### config.mk
export PLATFORM = sky130hd
export DESIGN_NAME = mu0_core_flat
export DESIGN_NICKNAME = d
export VERILOG_FILES = /design/src/rtl/mu0_core_if.sv /design/src/rtl/mu0_core.sv /design/src/flat_wrapper.sv
export SDC_FILE = /design/constraint.sdc
export NUM_CORES = 1
export LEC_CHECK = 0
export ABC_AREA = 1
export CAP_MARGIN = 30
export CORE_AREA = 2 2 97 108
export CTS_BUF_LIST = sky130_fd_sc_hd__clkbuf_8
export DETAILED_ROUTE_END_ITERATION = 10
export DIE_AREA = 0 0 99 110
export SYNTH_ARGS = -nofsm -noshare
export SYNTH_HDL_FRONTEND = slang
export SYNTH_SLANG_ARGS = --single-unit
### constraint.sdc
create_clock -name clk -period 3.42 [get_ports clk]
set_clock_uncertainty 0.2 [all_clocks]
set_input_delay 0.684 -clock clk [delete_from_list [all_inputs] [get_ports clk]]
set_output_delay 0.684 -clock clk [all_outputs]
set_load 0.01 [all_outputs]
### src/rtl/mu0_core_if.sv
// Memory bus between the MU0 core and memory_32x16.
// Reads are combinational: mem_rdata follows mem_addr within the same cycle.
// A write commits on the rising clock edge while memrq=1 and rw=0.
interface mu0_core_if;
    logic [11:0] mem_addr;
    logic [15:0] mem_wdata;
    logic [15:0] mem_rdata;
    logic        memrq;
    logic        rw;

    modport master (
        output mem_addr,
        output mem_wdata,
        output memrq,
        output rw,
        input  mem_rdata
    );

    modport slave (
        input  mem_addr,
        input  mem_wdata,
        input  memrq,
        input  rw,
        output mem_rdata
    );
endinterface

### src/rtl/mu0_core.sv
// MU0 accumulator processor core: fetch/execute controller and datapath.
// Runs the 8-instruction MU0 ISA at two cycles per instruction until STP.
//
//   state  | meaning
//   -------+-----------------------------------------------------------
//   IDLE   | after reset, memory idle, waits for run
//   FETCH  | reads [PC] into IR, PC increments
//   EXEC   | decodes IR, addresses [S], performs the operation
//   HALT   | stopped after STP (or illegal opcode), left only by rst
module mu0_core #(
    parameter logic [11:0] RESET_PC        = 12'h000,
    parameter bit          HALT_ON_ILLEGAL = 1'b0
) (
    input  logic          clk,
    input  logic          rst,
    input  logic          run,
    mu0_core_if.master    bus,
    output logic          halted,
    output logic [15:0]   acc_out,
    output logic [11:0]   pc_out
);

    typedef enum logic [1:0] {
        ST_IDLE  = 2'd0,
        ST_FETCH = 2'd1,
        ST_EXEC  = 2'd2,
        ST_HALT  = 2'd3
    } state_t;

    localparam logic [3:0] OP_LDA = 4'h0;
    localparam logic [3:0] OP_STO = 4'h1;
    localparam logic [3:0] OP_ADD = 4'h2;
    localparam logic [3:0] OP_SUB = 4'h3;
    localparam logic [3:0] OP_JMP = 4'h4;
    localparam logic [3:0] OP_JGE = 4'h5;
    localparam logic [3:0] OP_JNE = 4'h6;
    localparam logic [3:0] OP_STP = 4'h7;

    state_t      state;
    state_t      state_next;
    logic [11:0] pc;
    logic [11:0] pc_next;
    logic [15:0] ir;
    logic [15:0] ir_next;
    logic [15:0] acc;
    logic [15:0] acc_next;

    logic [3:0]  opcode;
    logic [11:0] operand;
    logic        mem_req;
    logic        mem_rw;
    logic [11:0] mem_addr;

    assign opcode  = ir[15:12];
    assign operand = ir[11:0];

    // State and datapath registers; reset clears everything immediately so a
    // write in progress is dropped before its clock edge arrives.
    always_ff @(posedge clk or posedge rst) begin
        if (rst) begin
            state <= ST_IDLE;
            pc    <= RESET_PC;
            ir    <= 16'h0000;
            acc   <= 16'h0000;
        end else begin
            state <= state_next;
            pc    <= pc_next;
            ir    <= ir_next;
            acc   <= acc_next;
        end
    end

    // Next-state, datapath update and memory control decode. Memory outputs
    // depend only on registered state so the address is stable all cycle.
    always_comb begin
        state_next = state;
        pc_next    = pc;
        ir_next    = ir;
        acc_next   = acc;
        mem_req    = 1'b0;
        mem_rw     = 1'b1;
        mem_addr   = pc;

        case (state)
            ST_IDLE: begin
                if (run) begin
                    state_next = ST_FETCH;
                end
            end

            ST_FETCH: begin
                mem_req    = 1'b1;
                ir_next    = bus.mem_rdata;
                pc_next    = pc + 12'd1;
                state_next = ST_EXEC;
            end

            ST_EXEC: begin
                mem_addr   = operand;
                state_next = ST_FETCH;
                case (opcode)
                    OP_LDA: begin
                        mem_req  = 1'b1;
                        acc_next = bus.mem_rdata;
                    end
                    OP_STO: begin
                        mem_req = 1'b1;
                        mem_rw  = 1'b0;
                    end
                    OP_ADD: begin
                        mem_req  = 1'b1;
                        acc_next = acc + bus.mem_rdata;
                    end
                    OP_SUB: begin
                        mem_req  = 1'b1;
                        acc_next = acc - bus.mem_rdata;
                    end
                    OP_JMP: begin
                        pc_next = operand;
                    end
                    OP_JGE: begin
                        if (!acc[15]) begin
                            pc_next = operand;
                        end
                    end
                    OP_JNE: begin
                        if (acc != 16'h0000) begin
                            pc_next = operand;
                        end
                    end
                    OP_STP: begin
                        state_next = ST_HALT;
                    end
                    default: begin
                        // Opcodes 8..F: no memory access; either stop or fall through.
                        if (HALT_ON_ILLEGAL) begin
                            state_next = ST_HALT;
                        end
                    end
                endcase
            end

            ST_HALT: begin
                state_next = ST_HALT;
            end

            default: begin
                state_next = ST_IDLE;
            end
        endcase
    end

    assign bus.mem_addr  = mem_addr;
    assign bus.mem_wdata = acc;
    assign bus.memrq     = mem_req;
    assign bus.rw        = mem_rw;

    assign halted  = (state == ST_HALT);
    assign acc_out = acc;
    assign pc_out  = pc;

endmodule

### src/flat_wrapper.sv
// flat-port wrapper written by rule: the top's interface ports become plain ports
module mu0_core_flat 
#(
    parameter logic [11:0] RESET_PC        = 12'h000,
    parameter bit          HALT_ON_ILLEGAL = 1'b0
)
  (clk, rst, run, halted, acc_out, pc_out, bus_mem_addr, bus_mem_wdata, bus_memrq, bus_rw, bus_mem_rdata);
  mu0_core_if bus_i ();
  input  logic clk;
  input  logic rst;
  input  logic run;
  output logic halted;
  output logic [15:0] acc_out;
  output logic [11:0] pc_out;
  output wire logic [$bits(bus_i.mem_addr)-1:0] bus_mem_addr;
  output wire logic [$bits(bus_i.mem_wdata)-1:0] bus_mem_wdata;
  output wire logic [$bits(bus_i.memrq)-1:0] bus_memrq;
  output wire logic [$bits(bus_i.rw)-1:0] bus_rw;
  input wire logic [$bits(bus_i.mem_rdata)-1:0] bus_mem_rdata;
  assign bus_mem_addr = bus_i.mem_addr;
  assign bus_mem_wdata = bus_i.mem_wdata;
  assign bus_memrq = bus_i.memrq;
  assign bus_rw = bus_i.rw;
  assign bus_i.mem_rdata = bus_mem_rdata;
  mu0_core #(.RESET_PC(RESET_PC), .HALT_ON_ILLEGAL(HALT_ON_ILLEGAL)) u_core (.clk(clk), .rst(rst), .run(run), .bus(bus_i), .halted(halted), .acc_out(acc_out), .pc_out(pc_out));
endmodule
==> impl_metrics.tcl, run 1 <==
set metrics [dict create \
    status "finished, final reports clean" \
    synth.avg_cell_area_um2 6.74 \
    hpwl_mm 8.17 \
    timing.rr.start "u_core.ir[15]" \
    fin_util 0.520 \
    ys_ff_latch 46 \
    timing.critical_path.buf_inv 4 \
    drv_cap 0 \
    synth_top_area_share 0.299 \
    vias 3853 \
    slew_viol_final 0 \
    port_buffers 77 \
    synth-edff-count 0 \
    final_cells 789 \
    switching_share 0.468 \
    start_kind "input pin" \
    crit_family "simple AND/OR/NAND/NOR gates" \
    switching_power_mw 2.33 \
    cp.required_ps 3420 \
    drive_above_1_share 0.141 \
    r2r_setup_slack_ps 500 \
    synth_top_flop_cell "dfrtp_1" \
    gp_congestion 0.902 \
    cts_tree "yes" \
    dp_cells 780 \
    path_cells "clkdlybuf4s50_1 -> inv_1 -> ha_2 -> nand4_1 -> nor2_2 -> buf_4 -> a41oi_1 -> xor2_1 -> ha_1 -> nand2_2 -> inv_1 -> nand2_1 -> nand2_1 -> a21oi_1 -> nand2_1 -> nand3_1 -> nand3_1 -> nand2_1 -> nand2_1" \
    die_x_um 99 \
    totalWireLength_mm 10.4 \
    worstHoldStart "u_core.ir[8]" \
    crit_cells 19 \
    final_nets 710 \
    synth_nets 613 \
    synth.yosys.seq_area_share 0.299 \
    drt_iter0_markers 207 \
    n_antenna_cell 0 \
    overflow 0 \
    yosysTopAreaCell "dfrtp_1" \
    first_global_vias 3629 \
    syn-cell-area_um2 3850 \
    worstSetupStartpoint "bus_mem_rdata[1]" \
    finalCritPeriodShare 0.942 \
    yosys_warnings 0 \
    hold_ws_ps 277 \
    drc 0 \
    grtUsageTotal 0.199 \
    path_clk_slew_ps 100 \
    root_buffer "clkbuf_8" \
    antenna_found_initial 0 \
    hp-class "reg2reg" \
    p_clk_frac 0.086 \
    max_freq_mhz 310 \
    rows 38 \
    cts_max_level 2 \
    criticalPathCategory "in2reg" \
    grt_max_degree 30 \
    final_hold_viol_count 0 \
    reg2reg_depth 18 \
    r2r_end "u_core.acc_out[11]" \
    post_drt_wl_per_cell_um 13.2 \
    postSynthCellCount 571 \
    initial_core_util 0.395 \
    combPwrFrac 0.697 \
    area_delta_synth_final_pct 31.9 \
    intPower_mw 2.64 \
    core_um2 9750 \
    synth.top_cells.by_count "nand2_1, inv_1, o21ai_0" \
    synth.distinct_cells 37 \
    p_leak_nw 2.50 \
    p_per_area_nw_per_um2 979 \
    finalCriticalPeriod_ps 3220 \
    crit_top_cell "nand2_1" \
    vias_per_cell 4.88 \
    p_seq_frac 0.217 \
    cpPeakStageDelay_ps 410 \
    die_h_um 110 \
    crit_path_end_kind "flop" \
    dieArea_um2 10900 \
    crit_path_end "u_core.acc_out[15]" \
    vdd_drop_max_uv 501 \
    async_flop_share 1.00 \
    yosys.cell_count.top_type "nand2_1" \
    cts.sinks 46 \
    yosys-top-cells-area "dfrtp_1, nand2_1, inv_1, ha_1, o21ai_0" \
    grt_pass1_wl_mm 17.6 \
    ioPinCount 78 \
    cp.arrival_ps 3230 \
    slew_headroom 0.561 \
    tightest_slew_ps 657 \
    setup_viol 0 \
    drt_first_pass_iters 4 \
    clock_latency_ps 300 \
    clock_path_buffers 2 \
    cpMaxStageDelayCell "clkdlybuf4s50_1" \
    cts_buffers 5 \
    antenna_left 0 \
    path_max_fanout 3 \
    rsz0062_at_grt "false" \
]
-- power groups by stage --
| stage | sequential, mW | combinational [mW] | clock [mW] |
|---|---|---|---|
| CTS | 1.08 | 3.41 | 0.451 |
| floorplan | 1.08 | 2.15 | 0 |
| detailed placement | 1.09 | 3.39 | 0 |
| finish | 1.08 | 3.46 | 0.429 |
| global route | 1.13 | 3.89 | 0.473 |
| global placement | 1.08 | 3.36 | 0 |
-- cell families after synthesis --
family                     Yosys count  share of synthesized area
and+or+nand+nor                    261                      0.285
DFF                                 46                      0.299
xor gates and xnor gates            20                     0.0455
AOI/OAI and AO/OA                  110                      0.165
adders and majority gates           23                     0.0768
buffers and inverters              111                      0.129
-- worst reg2reg max path: stages, from the launching register on --
cell and delay (ps):
dfrtp_1 420, nor2_2 160, nand2_2 90, nor2_4 150
inv_2 110, nand2_1 110, o21ai_0 100, xor2_1 210
ha_1 310, nand2_1 100, inv_1 50, a21oi_1 130
nand2_1 160, nand2_1 100, nand2_1 70, nand2_1 60
nand2_1 40, o21ai_0 160, nand2_1 70
-- metrics by stage --
step	setup WS [ps]	instance area (um2)	TNS, ps	total power [mW]
2_1_floorplan	542	3850	0	3.24
3_3_place_gp	-128	4890	-510	4.44
3_5_place_dp	-185	4890	-702	4.48
4_1_cts	128	5000	0	4.94
5_1_grt	5.21	5070	0	5.49
6_report	199	5070	0	4.97
-- final cells by class --
type                       instances  area (um2)
timing repair buffer             120        1100
inverter                          81         304
sequential                        46        1150
multi-input combinational        414        2260
fill                             971        4670
tap                              120         150
clock buffer                       5        68.8
clock inverter                     3        43.8
-- worst min-delay path by stage --
stage,cells past startpoint,endpoint,slack [ps]
global placement,2,u_core.ir[7],260
CTS,2,u_core.ir[7],280
global route,2,u_core.ir[8],300
floorplan,2,u_core.ir[7],240
finish,2,u_core.ir[8],280
detailed placement,2,u_core.ir[7],260
-- repair_timing --
item,in CTS,in global routing
hold buffers,0,0
setup endpoints to repair,0,6
gates resized for setup,0,17
buffers inserted,0,1
-- cells in the final DEF (no fill, tap or decap), types with 19 or more instances in the layout --
cell	n
inv_1	75
o21ai_0	50
dfrtp_1	46
nand3_1	28
ha_1	19
clkdlybuf4s50_1	76
nand2_1	165
buf_4	43
a21oi_1	28
nor2_1	37
-- state kept, by name (all words and copies together), names as in the netlist --
| signal | cells |
|---|---|
| u_core.pc_out | 12 |
| u_core.acc_out | 16 |
| u_core.ir | 16 |
| u_core.state | 2 |
-- layer usage --
layer  vias to the layer above  routed length [um]  GRT usage
met1                      1759                4790      0.277
met3                        13                 413     0.0158
li1                       2002                   -          -
met4                         0                 153     0.0440
met2                        79                5040      0.342
met5                         -                   0          0
No activity file was read; power rests on OpenSTA's default activity.
==> inputs of run 2 (changes only) <==
--- a/config.mk
+++ b/config.mk
@@ -11,6 +11,7 @@
 export CTS_BUF_LIST = sky130_fd_sc_hd__clkbuf_8
 export DETAILED_ROUTE_END_ITERATION = 10
 export DIE_AREA = 0 0 99 110
+export SLEW_MARGIN = 40
 export SYNTH_ARGS = -nofsm -noshare
 export SYNTH_HDL_FRONTEND = slang
 export SYNTH_SLANG_ARGS = --single-unit
==> results of run 2 <==
Final layout, timing and power as in run 1 (identical DEF).
